$ cat src/rtl/multicycle_controller_if.sv
// multicycle_controller_if: control bus between the RV32I multi-cycle controller and its datapath/memories
// Ports carried:
//   opcode/funct3/funct7  instruction fields from the instruction register
//   imem_ready/dmem_ready memory handshakes; md_done (MULDIV_EN only) multiply/divide completion
//   imem_req, ir_en, pc_en, aluop, sel_a, sel_b, sel_wb, rf_en, rd_en, wr_en, mem_mode, br_type, jump
//   trap, trap_cause, state  status/debug
// master = controller side, slave = datapath/memory side. Macro MULDIV_EN adds md_done.
interface multicycle_controller_if #(parameter int ALUOP_W = 4);
    logic [6:0] opcode;
    logic [2:0] funct3;
    logic [6:0] funct7;
    logic imem_ready;
    logic dmem_ready;
`ifdef MULDIV_EN
    logic md_done;
`endif
    logic imem_req;
    logic ir_en;
    logic pc_en;
    logic [ALUOP_W-1:0] aluop;
    logic sel_a;
    logic sel_b;
    logic [1:0] sel_wb;
    logic rf_en;
    logic rd_en;
    logic wr_en;
    logic [2:0] mem_mode;
    logic [2:0] br_type;
    logic jump;
    logic trap;
    logic [1:0] trap_cause;
    logic [2:0] state;
    modport master (
        input opcode, funct3, funct7, imem_ready, dmem_ready,
`ifdef MULDIV_EN
        input md_done,
`endif
        output imem_req, ir_en, pc_en, aluop, sel_a, sel_b, sel_wb, rf_en, rd_en, wr_en,
        output mem_mode, br_type, jump, trap, trap_cause, state
    );
    modport slave (
        output opcode, funct3, funct7, imem_ready, dmem_ready,
`ifdef MULDIV_EN
        output md_done,
`endif
        input imem_req, ir_en, pc_en, aluop, sel_a, sel_b, sel_wb, rf_en, rd_en, wr_en,
        input mem_mode, br_type, jump, trap, trap_cause, state
    );
endinterface

$ cat src/rtl/multicycle_controller.sv
// multicycle_controller: RV32I multi-cycle FSM controller (FETCH/DECODE/EXECUTE/MEM/WB/TRAP)
// Ports: clk, rst (async, active-high), bus (multicycle_controller_if.master: instruction fields,
//   memory ready handshakes, datapath controls, trap status, debug state).
// Optional macro MULDIV_EN: M-extension decode (aluop 11..18, needs ALUOP_W>=5), EXECUTE waits for md_done.
module multicycle_controller #(
    parameter int ALUOP_W = 4,
    parameter int MEM_TIMEOUT = 16
) (
    input logic clk,
    input logic rst,
    multicycle_controller_if.master bus
);
    localparam int TO_W = $clog2(MEM_TIMEOUT + 1);
    localparam logic [6:0] OP_R = 7'b0110011, OP_I = 7'b0010011, OP_LD = 7'b0000011, OP_ST = 7'b0100011;
    localparam logic [6:0] OP_BR = 7'b1100011, OP_JAL = 7'b1101111, OP_JALR = 7'b1100111;
    localparam logic [6:0] OP_LUI = 7'b0110111, OP_AUIPC = 7'b0010111;
    typedef enum logic [2:0] {FETCH = 3'd0, DECODE = 3'd1, EXECUTE = 3'd2, MEM = 3'd3, WB = 3'd4, TRAP = 3'd5} state_t;
    if (MEM_TIMEOUT < 1 || MEM_TIMEOUT > 255) begin : g_to_chk
        $error("MEM_TIMEOUT must be in 1..255");
    end
    state_t st, nxt;
    logic [TO_W-1:0] cnt, cnt_inc;
    logic [1:0] cause, nxt_cause;
    logic [6:0] op, f7;
    logic [2:0] f3;
    logic is_r, is_i, is_ld, is_st, is_br, is_jal, is_jalr, is_lui, is_auipc, is_j;
    logic md, legal, alt, cnt_hit, hold;
    logic [ALUOP_W-1:0] base_op, ex_op;
    assign op = bus.opcode;
    assign f3 = bus.funct3;
    assign f7 = bus.funct7;
    assign is_r = op == OP_R;
    assign is_i = op == OP_I;
    assign is_ld = op == OP_LD;
    assign is_st = op == OP_ST;
    assign is_br = op == OP_BR;
    assign is_jal = op == OP_JAL;
    assign is_jalr = op == OP_JALR;
    assign is_lui = op == OP_LUI;
    assign is_auipc = op == OP_AUIPC;
    assign is_j = is_jal | is_jalr;
`ifdef MULDIV_EN
    if (ALUOP_W < 5) begin : g_aluop_chk
        $error("MULDIV_EN requires ALUOP_W >= 5");
    end
    assign md = is_r && f7 == 7'b0000001;
`else
    assign md = 1'b0;
`endif
    always_comb begin
        legal = 1'b0;
        case (op)
            OP_R: legal = f7 == 7'd0 || (f7 == 7'b0100000 && (f3 == 3'b000 || f3 == 3'b101)) || md;
            OP_I: legal = f3 == 3'b001 ? f7 == 7'd0 : f3 == 3'b101 ? (f7 == 7'd0 || f7 == 7'b0100000) : 1'b1;
            OP_LD: legal = f3 != 3'b011 && f3[2:1] != 2'b11;
            OP_ST: legal = f3 <= 3'b010;
            OP_BR: legal = f3[2:1] != 2'b01;
            OP_JALR: legal = f3 == 3'b000;
            OP_JAL, OP_LUI, OP_AUIPC: legal = 1'b1;
            default: legal = 1'b0;
        endcase
    end
    // funct7[5] selects SUB/SRA; for immediates only the shift form honours it (ADDI imm bits are data)
    assign alt = f7 == 7'b0100000 && (is_r || f3 == 3'b101);
    always_comb begin
        case (f3)
            3'b000: base_op = ALUOP_W'(alt ? 1 : 0);
            3'b001: base_op = ALUOP_W'(2);
            3'b010: base_op = ALUOP_W'(3);
            3'b011: base_op = ALUOP_W'(4);
            3'b100: base_op = ALUOP_W'(5);
            3'b101: base_op = ALUOP_W'(alt ? 7 : 6);
            3'b110: base_op = ALUOP_W'(8);
            default: base_op = ALUOP_W'(9);
        endcase
    end
    assign ex_op = md ? ALUOP_W'(11 + int'(f3)) : (is_r || is_i) ? base_op : is_lui ? ALUOP_W'(10) : '0;
    assign cnt_inc = cnt + 1'b1;
    assign cnt_hit = cnt_inc == TO_W'(MEM_TIMEOUT);
    // EXECUTE's ALU controls stay valid through MEM and WB
    assign hold = st == EXECUTE || st == MEM || st == WB;
    always_ff @(posedge clk or posedge rst) begin
        if (rst) begin
            st <= FETCH;
            cnt <= '0;
            cause <= 2'b00;
        end else begin
            st <= nxt;
            cnt <= (nxt != st || !(st == FETCH || st == MEM)) ? '0 : cnt_inc;
            cause <= nxt_cause;
        end
    end
    always_comb begin
        nxt = st;
        nxt_cause = cause;
        bus.imem_req = 1'b0;
        bus.ir_en = 1'b0;
        bus.pc_en = 1'b0;
        bus.aluop = hold ? ex_op : '0;
        bus.sel_a = hold && (is_br || is_jal || is_auipc);
        bus.sel_b = hold && !is_r;
        bus.sel_wb = 2'b00;
        bus.rf_en = 1'b0;
        bus.rd_en = 1'b0;
        bus.wr_en = 1'b0;
        bus.mem_mode = 3'b000;
        bus.br_type = 3'b010;
        bus.jump = 1'b0;
        bus.trap = 1'b0;
        case (st)
            FETCH: begin
                bus.imem_req = 1'b1;
                bus.ir_en = bus.imem_ready;
                if (bus.imem_ready) nxt = DECODE;
                else if (cnt_hit) begin
                    nxt = TRAP;
                    nxt_cause = 2'b10;
                end
            end
            DECODE: begin
                nxt = legal ? EXECUTE : TRAP;
                nxt_cause = legal ? cause : 2'b01;
            end
            EXECUTE: begin
                bus.br_type = is_br ? f3 : 3'b010;
                bus.pc_en = is_br;
                bus.jump = is_j;
                nxt = is_br ? FETCH : (is_ld || is_st) ? MEM : WB;
`ifdef MULDIV_EN
                if (md && !bus.md_done) nxt = EXECUTE;
`endif
            end
            MEM: begin
                bus.rd_en = is_ld;
                bus.wr_en = is_st;
                bus.mem_mode = !is_ld ? f3 : !f3[2] ? f3 : f3[0] ? 3'b100 : 3'b011;
                if (bus.dmem_ready) begin
                    nxt = is_ld ? WB : FETCH;
                    bus.pc_en = is_st;
                end else if (cnt_hit) begin
                    nxt = TRAP;
                    nxt_cause = 2'b11;
                end
            end
            WB: begin
                bus.rf_en = 1'b1;
                bus.pc_en = 1'b1;
                bus.sel_wb = is_ld ? 2'b01 : is_j ? 2'b10 : 2'b00;
                bus.jump = is_j;
                nxt = FETCH;
            end
            TRAP: bus.trap = 1'b1;
            default: nxt = FETCH;
        endcase
    end
    assign bus.trap_cause = cause;
    assign bus.state = st;
endmodule
$ cat src/flat_wrapper.sv
// flat-port wrapper written by rule: the top's interface ports become plain ports
module multicycle_controller_flat 
#(
    parameter int ALUOP_W = 4,
    parameter int MEM_TIMEOUT = 16
)
  (clk, rst, bus_opcode, bus_funct3, bus_funct7, bus_imem_ready, bus_dmem_ready, bus_imem_req, bus_ir_en, bus_pc_en, bus_aluop, bus_sel_a, bus_sel_b, bus_sel_wb, bus_rf_en, bus_rd_en, bus_wr_en, bus_mem_mode, bus_br_type, bus_jump, bus_trap, bus_trap_cause, bus_state);
  multicycle_controller_if #(.ALUOP_W(ALUOP_W)) bus_i ();
  input logic clk;
  input logic rst;
  input wire logic [$bits(bus_i.opcode)-1:0] bus_opcode;
  input wire logic [$bits(bus_i.funct3)-1:0] bus_funct3;
  input wire logic [$bits(bus_i.funct7)-1:0] bus_funct7;
  input wire logic [$bits(bus_i.imem_ready)-1:0] bus_imem_ready;
  input wire logic [$bits(bus_i.dmem_ready)-1:0] bus_dmem_ready;
  output wire logic [$bits(bus_i.imem_req)-1:0] bus_imem_req;
  output wire logic [$bits(bus_i.ir_en)-1:0] bus_ir_en;
  output wire logic [$bits(bus_i.pc_en)-1:0] bus_pc_en;
  output wire logic [$bits(bus_i.aluop)-1:0] bus_aluop;
  output wire logic [$bits(bus_i.sel_a)-1:0] bus_sel_a;
  output wire logic [$bits(bus_i.sel_b)-1:0] bus_sel_b;
  output wire logic [$bits(bus_i.sel_wb)-1:0] bus_sel_wb;
  output wire logic [$bits(bus_i.rf_en)-1:0] bus_rf_en;
  output wire logic [$bits(bus_i.rd_en)-1:0] bus_rd_en;
  output wire logic [$bits(bus_i.wr_en)-1:0] bus_wr_en;
  output wire logic [$bits(bus_i.mem_mode)-1:0] bus_mem_mode;
  output wire logic [$bits(bus_i.br_type)-1:0] bus_br_type;
  output wire logic [$bits(bus_i.jump)-1:0] bus_jump;
  output wire logic [$bits(bus_i.trap)-1:0] bus_trap;
  output wire logic [$bits(bus_i.trap_cause)-1:0] bus_trap_cause;
  output wire logic [$bits(bus_i.state)-1:0] bus_state;
  assign bus_i.opcode = bus_opcode;
  assign bus_i.funct3 = bus_funct3;
  assign bus_i.funct7 = bus_funct7;
  assign bus_i.imem_ready = bus_imem_ready;
  assign bus_i.dmem_ready = bus_dmem_ready;
  assign bus_imem_req = bus_i.imem_req;
  assign bus_ir_en = bus_i.ir_en;
  assign bus_pc_en = bus_i.pc_en;
  assign bus_aluop = bus_i.aluop;
  assign bus_sel_a = bus_i.sel_a;
  assign bus_sel_b = bus_i.sel_b;
  assign bus_sel_wb = bus_i.sel_wb;
  assign bus_rf_en = bus_i.rf_en;
  assign bus_rd_en = bus_i.rd_en;
  assign bus_wr_en = bus_i.wr_en;
  assign bus_mem_mode = bus_i.mem_mode;
  assign bus_br_type = bus_i.br_type;
  assign bus_jump = bus_i.jump;
  assign bus_trap = bus_i.trap;
  assign bus_trap_cause = bus_i.trap_cause;
  assign bus_state = bus_i.state;
  multicycle_controller #(.ALUOP_W(ALUOP_W), .MEM_TIMEOUT(MEM_TIMEOUT)) u_core (.clk(clk), .rst(rst), .bus(bus_i));
endmodule
$ cat config.mk
export PLATFORM = sky130hd
export DESIGN_NAME = multicycle_controller_flat
export DESIGN_NICKNAME = d
export VERILOG_FILES = /design/src/rtl/multicycle_controller_if.sv /design/src/rtl/multicycle_controller.sv /design/src/flat_wrapper.sv
export SDC_FILE = /design/constraint.sdc
export NUM_CORES = 1
export LEC_CHECK = 0
export CAP_MARGIN = 20
export CORE_ASPECT_RATIO = 1.2
export CORE_UTILIZATION = 37
export CTS_CLUSTER_DIAMETER = 100
export DETAILED_ROUTE_END_ITERATION = 8
export PLACE_DENSITY = 0.77
export SLEW_MARGIN = 20
export SYNTH_ARGS = -nofsm -noshare
export SYNTH_HDL_FRONTEND = slang
export SYNTH_SLANG_ARGS = --single-unit
export TNS_END_PERCENT = 20
$ cat constraint.sdc
create_clock -name clk -period 1.63 [get_ports clk]
set_input_delay 0.163 -clock clk [delete_from_list [all_inputs] [get_ports clk]]
set_output_delay 0.163 -clock clk [all_outputs]
set_load 0.02 [all_outputs]
# After elaboration in Yosys (flattened, before gate mapping)
# Index checks and enable logic that the tools add are counted.
dict set report op_classes {
  magnitude_cmp 1
  n_eq_ne 31
  reduce_logical 26
  n_mux 42
  bitwise_logic 1
  n_addsub 1
}
# op n
set ops {}
lappend ops {{$mux W3} 13}
lappend ops {{$eq A7 B6 Y1 const B} 4}
lappend ops {{$pmux W4 S7} 1}
lappend ops {{$eq A7 B7 Y1 const B} 3}
lappend ops {{$mux W2} 8}
lappend ops {{$eq A3 B3 Y1 const B} 5}
lappend ops {{$pmux W3 S5} 1}
lappend ops {{$eq A7 B5 Y1 const B} 2}
lappend ops {{$eq A3 B2 Y1 const B} 4}
lappend ops {{$logic_or A1 B1 Y1} 12}
lappend ops {{$mux W1} 12}
lappend ops {{$mux W4} 3}
lappend ops {{$ne A2 B2 Y1 const B} 4}
lappend ops {{$eq A7 B2 Y1 const B} 1}
lappend ops {{$logic_not A7 Y1} 1}
lappend ops {{$pmux W1 S7} 1}
lappend ops {{$eq A3 B1 Y1 const B} 2}
lappend ops {{$logic_not A3 Y1} 2}
lappend ops {{$ne A2 B1 Y1 const B} 3}
lappend ops {{$pmux W2 S3} 1}
lappend ops {{$reduce_and A6 Y1} 1}
lappend ops {{$add A5 B1 Y5 const B} 1}
lappend ops {{$eq A5 B5 Y1 const B} 1}
lappend ops {{$logic_and A1 B1 Y1} 5}
lappend ops {{other kinds (10)} 11}
dict set report totals {
  in_bits 21
  reg_bits 10
}

# Logic depth before layout (Yosys ltp)
# Gate-level depths: netlist (run 1).
dict set report logic_depth {
  depth_word 10
  depth_mapped 6
  ltp_nobuf 6
}

# Worst setup path before layout (run 1)
# Ideal clock, no wire load.
dict set report synth_path {
  path_type {reg2out}
  startpoint {reg u_core.st[2], in the netlist u_core.bus.state[2]}
  endpoint {out bus_aluop[0]}
  n_path_buf 0
  setup_slack_ps -349
  arrival_time_ps 1816
  stages_incl_launch_ff 7
  cell_sequence {dfrtp_1 -> inv_2 -> or3_4 -> inv_2 -> nor2_1 -> a2111oi_2 -> o21a_1}
}
dict set report synth_via {
  elab_chain_len 4
}
# item line
set synth_lines {}
lappend synth_lines {{start, declared} multicycle_controller.sv:21} ;# state_t st, nxt;
lappend synth_lines {{start signal, assigned} multicycle_controller.sv:88} ;# st <= nxt;
lappend synth_lines {{$eq A3 B2 Y1} multicycle_controller.sv:81} ;# assign hold = st == EXECUTE || st == MEM || st == WB;
lappend synth_lines {{$logic_or A1 B1 Y1} multicycle_controller.sv:81}
lappend synth_lines {{$logic_or A1 B1 Y1 (*)} multicycle_controller.sv:81}
lappend synth_lines {{$mux W4 (*)} multicycle_controller.sv:99} ;# bus.aluop = hold ? ex_op : '0;
lappend synth_lines {{end, declared} flat_wrapper.sv:19} ;# output wire logic [$bits(bus_i.aluop)-1:0] bus_aluop;
# Every way passes the cells marked *; elsewhere a longest branch is shown, timed or not.

# Worst setup path in the final report (run 1)
# Ends and elaborated chain as after synthesis.

==> results.txt, run 1 <==
* Core box area: ~0.0026 mm^2
- In the routed layout, each cell is associated on average with a via count of 5.55.
- The die is 60.7 um tall.
* Critical path arrival: 1.84 ns
- The area growth from synthesis to layout is 96.6%.
- Count of pins on the block boundary: 48
- The clock arrives with between 0.002 and 0.0025 ns of skew.
- The via count of the first global-routing pass is 1,388.
- Final cycle utilization of the critical path: 1.23
* Top cells by instance count after synthesis: nor2_1, a21oi_1, nand2_1
- Each instance of the synthesized netlist takes up on average 7.53 um^2.
- STA classifies the critical path startpoint as a flip-flop.
- The sequential cells in the finished layout cover a total of between 200 and 300 um^2.
- The first global-routing pass estimated 5.91 mm of wire.
- MaxCap Viol Count: 0
* Power per cell area: ~740 mW/mm^2
- Of all nets on the critical path, the largest fanout is 4.
- Clock insertion delay at the later pin of the skew report: 0.27 ns
* Synth cell types: 50
- Of the post-synthesis cell area, the dominant cell type holds 0.236.
* Worst reg-to-reg path cell count: 6
- In this run the tool buffered the top-level ports with 47 buffer cells.
- Post-CTS clock slew at the launch and capture registers of the worst setup and hold paths: 0.07 ns
- Number of DRC markers in iteration 0: 38
- Maximum vdd drop: 0.000699 V
- The run finished, with violations left.
- Worst-case headroom to the max-slew limit: 0.740
* Total length of routed wires: 4.06 mm
* Antenna violations before repair: 0
* Clock tree from TritonCTS: yes
- The max-slew violation count is 0.
* Min Clock Period, post-route: 2.01 ns
- Cell-by-cell trace of the critical path: buf_6 > inv_2 > or3_4 > inv_4 > nor2_2 > a2111oi_4 > o21a_2 > buf_6
* FMAX: 499 MHz
* First-pass DRT Iterations: 4
- The biggest area contributor in the post-synthesis netlist is dfrtp_1.
- Static Leakage: 0.000960 uW
* Critical path's slowest cell: or3_4
* Initial standard-cell utilization of the core: 0.404
- For this run, the number of Yosys warnings is 0.
- Die area: 0.00309 mm^2
- For the pin with the worst max-slew slack, the measured transition is roughly 0.39 ns.
- Hold crit path type: input pin to async pin
- In the post-synthesis netlist, the biggest area contributors are dfrtp_1, nor2_1, a21oi_1, nor3_1, nand2_1.
- Setup total negative slack on the finished layout was measured at -4.40 ns.
* # clock sinks: 10
- nor2_1 is the most common cell in the netlist.
- Total CTS buffers: 3
* Sequential cell area fraction in the yosys report: 0.236
* Number of flops mapped to enable cells by yosys: 0
- Fillers: 172
- Largest net degree at the start of global routing: 11
* # diodes: 0
- Setup repair after global routing could not meet its margin everywhere.
- Final hold vios: 0
- Across every metal layer, demand over resource in global routing totals 0.253.
- Avg WL per Cell: 15.1 um
* Syn nets: 164
* Number of routed nets with antenna violations: 0
- Number of setup violations in the final report: 22
- CTS Buffer Depth: 2
- Once layout is complete, the utilization of the core stands at 0.795.
- Multi-input logic area: 890 um^2
* Critical path class: flip-flop to output port
- The net count of the finished layout is 260.
* H-tree Lvls: 1
* Count of hold buffers inserted by post-cts repair: 0
- Synthesis produced 141 cells.
* Post-layout total power: 1540 uW
- The largest single stage delay on the critical path is 0.38 ns.
- Async set-reset flop share out of synthesis: 1.00
- Row count: 20
- PnR worst setup slack: -0.376 ns
* Die Width: 50.9 um
- After synthesis the netlist holds a flip-flop and latch count of 10.
- The finished layout holds 269 standard cells, fillers aside.
- Global placer's final weighted congestion: 0.861
* Prevailing post-synth register cell: dfrtp_1
- Total number of vias: 1,492
- Counting tap cells, the placed design contains a total of 260 instances.
- Number of remaining DRC errors: 0
- Detailed placement finished with a half-perimeter wire length of 2.71 mm.
- STA classifies the critical path endpoint as an output port.
- STA puts the critical path data required time at 1.47 ns.
- In this run the cell area of the synthesized design comes to 0.00106 mm^2.
- Violations in the final reports: negative setup slack
- Of the cells placed in the final design, the portion with a size suffix greater than 1 is 0.483.
- CP dominant cell by count: buf_6
- The total overflow left after global routing is 0.
- Clock tree synthesis selected as its root buffer the cell clkbuf_4.
==> metrics by stage <==
| stage | setup slack (ns) | area, um^2 | hold slack [ns] |
|---|---|---|---|
| 6_report | -0.376 | 2090 | 0.165 |
| 5_1_grt | -0.418 | 2090 | 0.201 |
| 4_1_cts | -0.400 | 1980 | 0.172 |
| 3_5_place_dp | -0.974 | 1910 | 0.473 |
| 3_3_place_gp | -0.960 | 1910 | 0.455 |
| 2_1_floorplan | -0.120 | 1090 | 0.00304 |
==> logic make-up (layout without fill, tap and decap cells) <==
group / count (synthesis) / in the layout / synth area share
muxes: 2 / 2 / 0.0188
xor gates and xnor gates: 4 / 4 / 0.0330
and+or+nand+nor: 75 / 75 / 0.419
DFF: 10 / 10 / 0.236
adders and majority gates: 2 / 2 / 0.0236
AOI/OAI and AO/OA: 34 / 34 / 0.211
buffers and inverters: 14 / 109 / 0.0589
==> where the power goes <==
group / internal [uW] / switching (uW)
clock: 136 / 95.0
sequential: 279 / 23.1
combinational: 489 / 521
==> flip-flops by register name (all words and copies together), names as in the netlist <==
name                   count
u_core.bus.state           3
u_core.bus.trap_cause      2
u_core.cnt                 5
==> final timing paths <==
path                                     start                   to  slack (ns)
max                        u_core.bus.state[2]         bus_aluop[0]       -0.38
min                                        rst  u_core.bus.state[0]        0.16
min reg2reg                      u_core.cnt[0]        u_core.cnt[0]        0.50
min in group clk                 bus_opcode[4]  u_core.bus.state[2]        0.48
max reg2reg                u_core.bus.state[0]  u_core.bus.state[0]       -0.04
max in group asynchronous                  rst  u_core.bus.state[1]        1.17
==> worst max-delay path, delay by kind of cell, from the launching register on <==
kind / cells / cell delay [ns]
flip-flops: 1 / 0.37
AO/OA/AOI/OAI: 2 / 0.44
buffers and inverters: 4 / 0.31
AND/OR/NAND/NOR: 2 / 0.44
==> per-layer routing <==
layer  vias to the layer above  part of all wire  track usage
li1                        699                 -            -
met5                         -                 0            0
met2                        68              0.54        0.491
met3                        14             0.051       0.0150
met4                         0             0.022        0.123
met1                       711              0.38        0.279
==> cells in the final DEF, fill, tap and decap left out, types with 3 or more instances in the layout <==
| master | count |
|---|---|
| buf_4 | 50 |
| nor2_1 | 19 |
| buf_6 | 16 |
| clkdlybuf4s50_1 | 13 |
| nand2_1 | 10 |
| dlygate4sd2_1 | 9 |
| dfrtp_1 | 8 |
| inv_1 | 7 |
| a21oi_1 | 7 |
| nor3_4 | 5 |
| nor3_1 | 5 |
| o21ai_0 | 4 |
| nor2b_1 | 4 |
| a21oi_2 | 4 |
| xor2_1 | 3 |
| or2_2 | 3 |
| o21ai_1 | 3 |
| nand3_1 | 3 |
| clkbuf_4 | 3 |
| buf_2 | 3 |
==> final cells by class <==
cell class	instances	share of cell area
inverters	9	0.0174
flip-flops and latches	10	0.121
clock buffers	4	0.0174
well taps	33	0.0198
multi-input cells	117	0.426
repair buffers	96	0.398
==> timing repair <==
item / CTS / global route
endpoints found under the setup margin: 27 / 31
pin swaps: 12 / 8
hold endpoints to repair: 0 / 0
gates cloned: 0 / 0
resized for setup: 126 / 31
buffers inserted: 4 / 1
Note: power is estimated with default switching activity, not from simulation.
==> inputs of run 2 (changes only) <==
--- a/config.mk
+++ b/config.mk
@@ -5,12 +5,13 @@
 export SDC_FILE = /design/constraint.sdc
 export NUM_CORES = 1
 export LEC_CHECK = 0
+export ABC_AREA = 1
 export CAP_MARGIN = 20
 export CORE_ASPECT_RATIO = 1.2
-export CORE_UTILIZATION = 37
+export CORE_UTILIZATION = 43
 export CTS_CLUSTER_DIAMETER = 100
 export DETAILED_ROUTE_END_ITERATION = 8
-export PLACE_DENSITY = 0.77
+export PLACE_DENSITY = 0.82
 export SLEW_MARGIN = 20
 export SYNTH_ARGS = -nofsm -noshare
 export SYNTH_HDL_FRONTEND = slang
==> constraint.sdc (replaced) <==
create_clock -name clk -period 2 [get_ports clk]
set_input_delay 0.2 -clock clk [delete_from_list [all_inputs] [get_ports clk]]
set_output_delay 0.2 -clock clk [all_outputs]
set_load 0.02 [all_outputs]
==> run 2 against run 1 <==
The flow still finishes with violations (negative setup slack). Count of clock-buffer cells in the layout is the same. Sequential power is 33% lower. Die area down 5.6%. Non-clock buffer count up 6. Utilization up 3.7 points. Power fell by 65%. Cell area increased by 1.7%. Area after synthesis up 9.4%. Combinational power shrank 85%. Flip-flop and latch count stayed put. Sequential share of layout area is 0.26 points lower. Wire length increased by 12%.
==> results.txt, run 2 <==
- Run status: finished, violations left
* Violations in the final reports: negative setup slack
- Hold crit path type: input pin to async pin
- Critical path class: input pin to output port
* Maximum vdd drop: 0.000182 V (-74%)
* Required @ worst endpoint: 1.80 ns (+0.33 ns)
- Power per cell area: 257 mW/mm^2 (-65%)
* Syn nets: 221 (+35%)
- The critical path goes through clkdlybuf4s50_1 > buf_4 > nor3_4 > nand2_2 > nor2_2 > inv_1 > nor2_1 > clkdlybuf4s15_1.
- Yosys Warn Count: 0 (unchanged)
- Number of register bits inferred by synthesis: 10 (unchanged)
- The count of nets left with antenna violations after detail routing is 0 (unchanged).
* Top cells by instance count after synthesis: nand2_1, nor2_1, inv_1
- The post-cts hold buffer count was 0 (unchanged).
- The first-pass GRT wire length is 6.93 mm (+17%).
- The number of optimization iterations in the first detailed-route pass is 4 (unchanged).
- Static Leakage: 0.00110 uW (+15%)
* Height of the die: 59.0 um (-2.9%)
- The biggest area contributor in the post-synthesis netlist is dfrtp_1.
- Sorting the synthesized cells by area gives the leading types as dfrtp_1, nand2_1, nor2_1, inv_1, nand3_1.
- The fraction of layout instances using a drive strength above 1 came to 0.363 (-0.120).
- The total clock sinks came to 10 (unchanged).
- Antenna violations before repair: 0 (unchanged)
- The most common cell in the synthesized netlist is nand2_1.
- Critical path's slowest cell: clkdlybuf4s50_1
- The via count of the first global-routing pass is 1,640 (+18%).
- The detailed-route wire length per cell is 13.6 um (-10%).
- CTS Buffer Depth: 2 (unchanged)
- The effective utilization at floorplan was 0.455 (+0.0511).
- # diodes: 0 (unchanged)
- Clock tree from TritonCTS: yes
- The final net count was 327 (+26%).
* Flip-flop count of the largest register, all copies and words added: 5 (unchanged)
- The max-slew violation count is 0 (unchanged).
- The placer congestion estimate is 0.913 (+5.9%).
- Area growth syn-to-layout: 82.7%
* Multi-input logic area: 817 um^2 (-8.2%)
- FMAX: 496 MHz
* H-tree Lvls: 1 (unchanged)
* Number of DRC markers in iteration 0: 70 (+84%)
- Count of pins on the block boundary: 48 (unchanged)
- Total length of routed wires: 4.55 mm (+12%)
- The tightest slew margin relative to the limit is 0.749 (+0.00901).
- The number of setup violations in the final report was 2 (-91%).
- Synth Area per Inst: 5.87 um^2 (-22%)
- Vias/cell: 5.19 (-6.5%)
- The data arrival at the endpoint of the critical path was 1.82 ns (-0.02 ns).
- Final cycle utilization of the critical path: 1.01
- Post-CTS clock slew at the launch and capture registers of the worst setup and hold paths: 0.07 ns (about the same)
* Synthesized instance count: 198 (+40%)
- The count of unique library cells instantiated by Yosys came to 32 (-36%).
- Clock insertion delay at the later pin of the skew report: 0.28 ns (about the same)
- The count of standard-cell rows was 20 (unchanged).
- The total CTS buffers is 3 (unchanged).
* Async set-reset flop share out of synthesis: 1.00 (unchanged)
- HPWL reported at the end of detailed placement: 3.24 mm (+19%)
- Fillers: 152 (-12%)
- The total global routing track utilization came to 0.311 (+0.0583).
- Setup repair after global routing missed its margin: true
- Among cell families on the critical path, the largest total delay comes from buffers and inverters.
* PnR worst setup slack: -0.0167 ns (+0.359 ns)
- Buffers plus inverters on the worst setup path: 4 (unchanged)
- The number of input and output port buffers inserted is 47 (unchanged).
- The cell sitting at the root of the clock tree is a clkbuf_4.
- Delay of the slowest cell on the worst path: 0.42 ns (+0.04 ns)
- The area enclosed by the die boundary came to 0.00292 mm^2 (-5.6%).
- Total grt overflow: 0 (unchanged)
* Prevailing post-synth register cell: dfrtp_1
- Clk_skew: 0.00525 ns (+0.00293 ns)
- Number of flops mapped to enable cells by yosys: 0 (unchanged)
* Kind of capture point of the worst setup path: output port
- Internal reg-to-reg setup slack: 0.13 ns (+0.17 ns)
- The area of all sequential standard cells came to 251 um^2 (-0.49%).
- Subtracting the final worst setup slack from the clock period gives 2.02 ns.
- Sequential cell area fraction in the yosys report: 0.215 (-0.0203)
* Worst setup slack after placement: -0.450 ns (+0.524 ns)
- Most frequent cells in the layout: buf_4, nand2_1, nor2_1, inv_1, clkdlybuf4s50_1
* Worst-Margin Slew: 0.376 ns (-0.0135 ns)
- Netlist area before placement: 0.00116 mm^2 (+9.4%)
- MaxCap Viol Count: 0 (unchanged)
- Nature of the critical path startpoint: input pin
- Final cell count without fillers: 336 (+25%)
* Number of remaining DRC errors: 0 (unchanged)
- Final hold vios: 0 (unchanged)
- Ranked by flip-flop count, first place goes to u_core.cnt.
- The core region area was 0.00255 mm^2 (-2.9%).
- Most frequent standard cell in the layout excluding fill and tap cells: buf_4
* Yosys top cell area share: 0.215 (-0.0203)
- Total number of vias: 1,743 (+17%)
- The top fanout value on the critical path is 4 (unchanged).
- The horizontal die dimension is 49.5 um (-2.9%).
* Largest net degree at the start of global routing: 11 (unchanged)
- The cell count after placement is 329 (+27%).
-- run 2: cell types whose count changed after synthesis, moves of 3 or more --
cell     previous run  this run
a21oi_1            12         8
inv_1               7        30
inv_2               2         5
nand2_1            12        43
nand2_2             0         6
nand3_1             3        18
nand3_2             0         5
nor2_1             21        35
nor2b_1             4         0
nor3_1             10         6
or2_2               3         0
-- run 2: cell families (layout without fill, tap and decap cells) --
group,count (synthesis),in the layout,synth area share
AOI/OAI and AO/OA,23,23,0.117
adders and majority gates,2,2,0.0215
buffers and inverters,38,143,0.125
and+or+nand+nor,123,123,0.506
DFF,10,10,0.215
xor gates and xnor gates,2,2,0.0151
-- run 2: power by group --
group	switching [uW]	total [uW]	leakage [uW]	internal [uW]
logic	74.6	156	0.000950	80.9
registers	0	202	0.000129	202
clock network	78.3	189	0.0000210	111
-- run 2: path summary, 6_finish.rpt --
kind	end	cells after the start	startpoint
hold reg to reg	u_core.cnt[0]	1	u_core.cnt[0]
setup / recovery	bus_br_type[0]	8	bus_opcode[3]
max in group asynchronous	u_core.bus.state[0]	2	rst
min in group clk	u_core.cnt[0]	1	u_core.cnt[0]
setup reg to reg	u_core.cnt[2]	12	u_core.cnt[0]
hold / removal	u_core.bus.trap_cause[1]	2	rst
-- run 2: layout make-up --
| cell class | count | share of cell area |
|---|---|---|
| clock buffer | 4 | 0.0171 |
| inverter | 37 | 0.0660 |
| multi-input combinational | 150 | 0.385 |
| sequential | 10 | 0.118 |
| tap | 33 | 0.0194 |
| timing repair buffer | 102 | 0.394 |
-- run 2: repair_timing --
item / 4_1_cts / 5_1_grt
gates resized for setup: 52 / 32
setup endpoints to repair: 20 / 25
setup buffers: 2 / 1
cloned: 0 / 0
pin swaps: 1 / 2
-- run 2: stage by stage --
step	area [um^2]	total power, uW	hold WS [ns]	setup TNS (ns)	utilization
finish	2120	547	0.204	-0.0215	0.832
global route	2120	574	0.228	-0.282	0.832
CTS	2120	537	0.213	0	0.829
detailed placement	2070	349	0.457	-6.41	0.809
global placement	2070	345	0.451	-5.20	0.809
floorplan	1170	253	0.0402	-0.0436	-
-- run 2: layer usage --
metal | global-route usage | share of wire
met1 | 0.319 | 0.38
met2 | 0.607 | 0.51
met3 | 0.0543 | 0.067
met4 | 0.151 | 0.043
met5 | 0 | 0
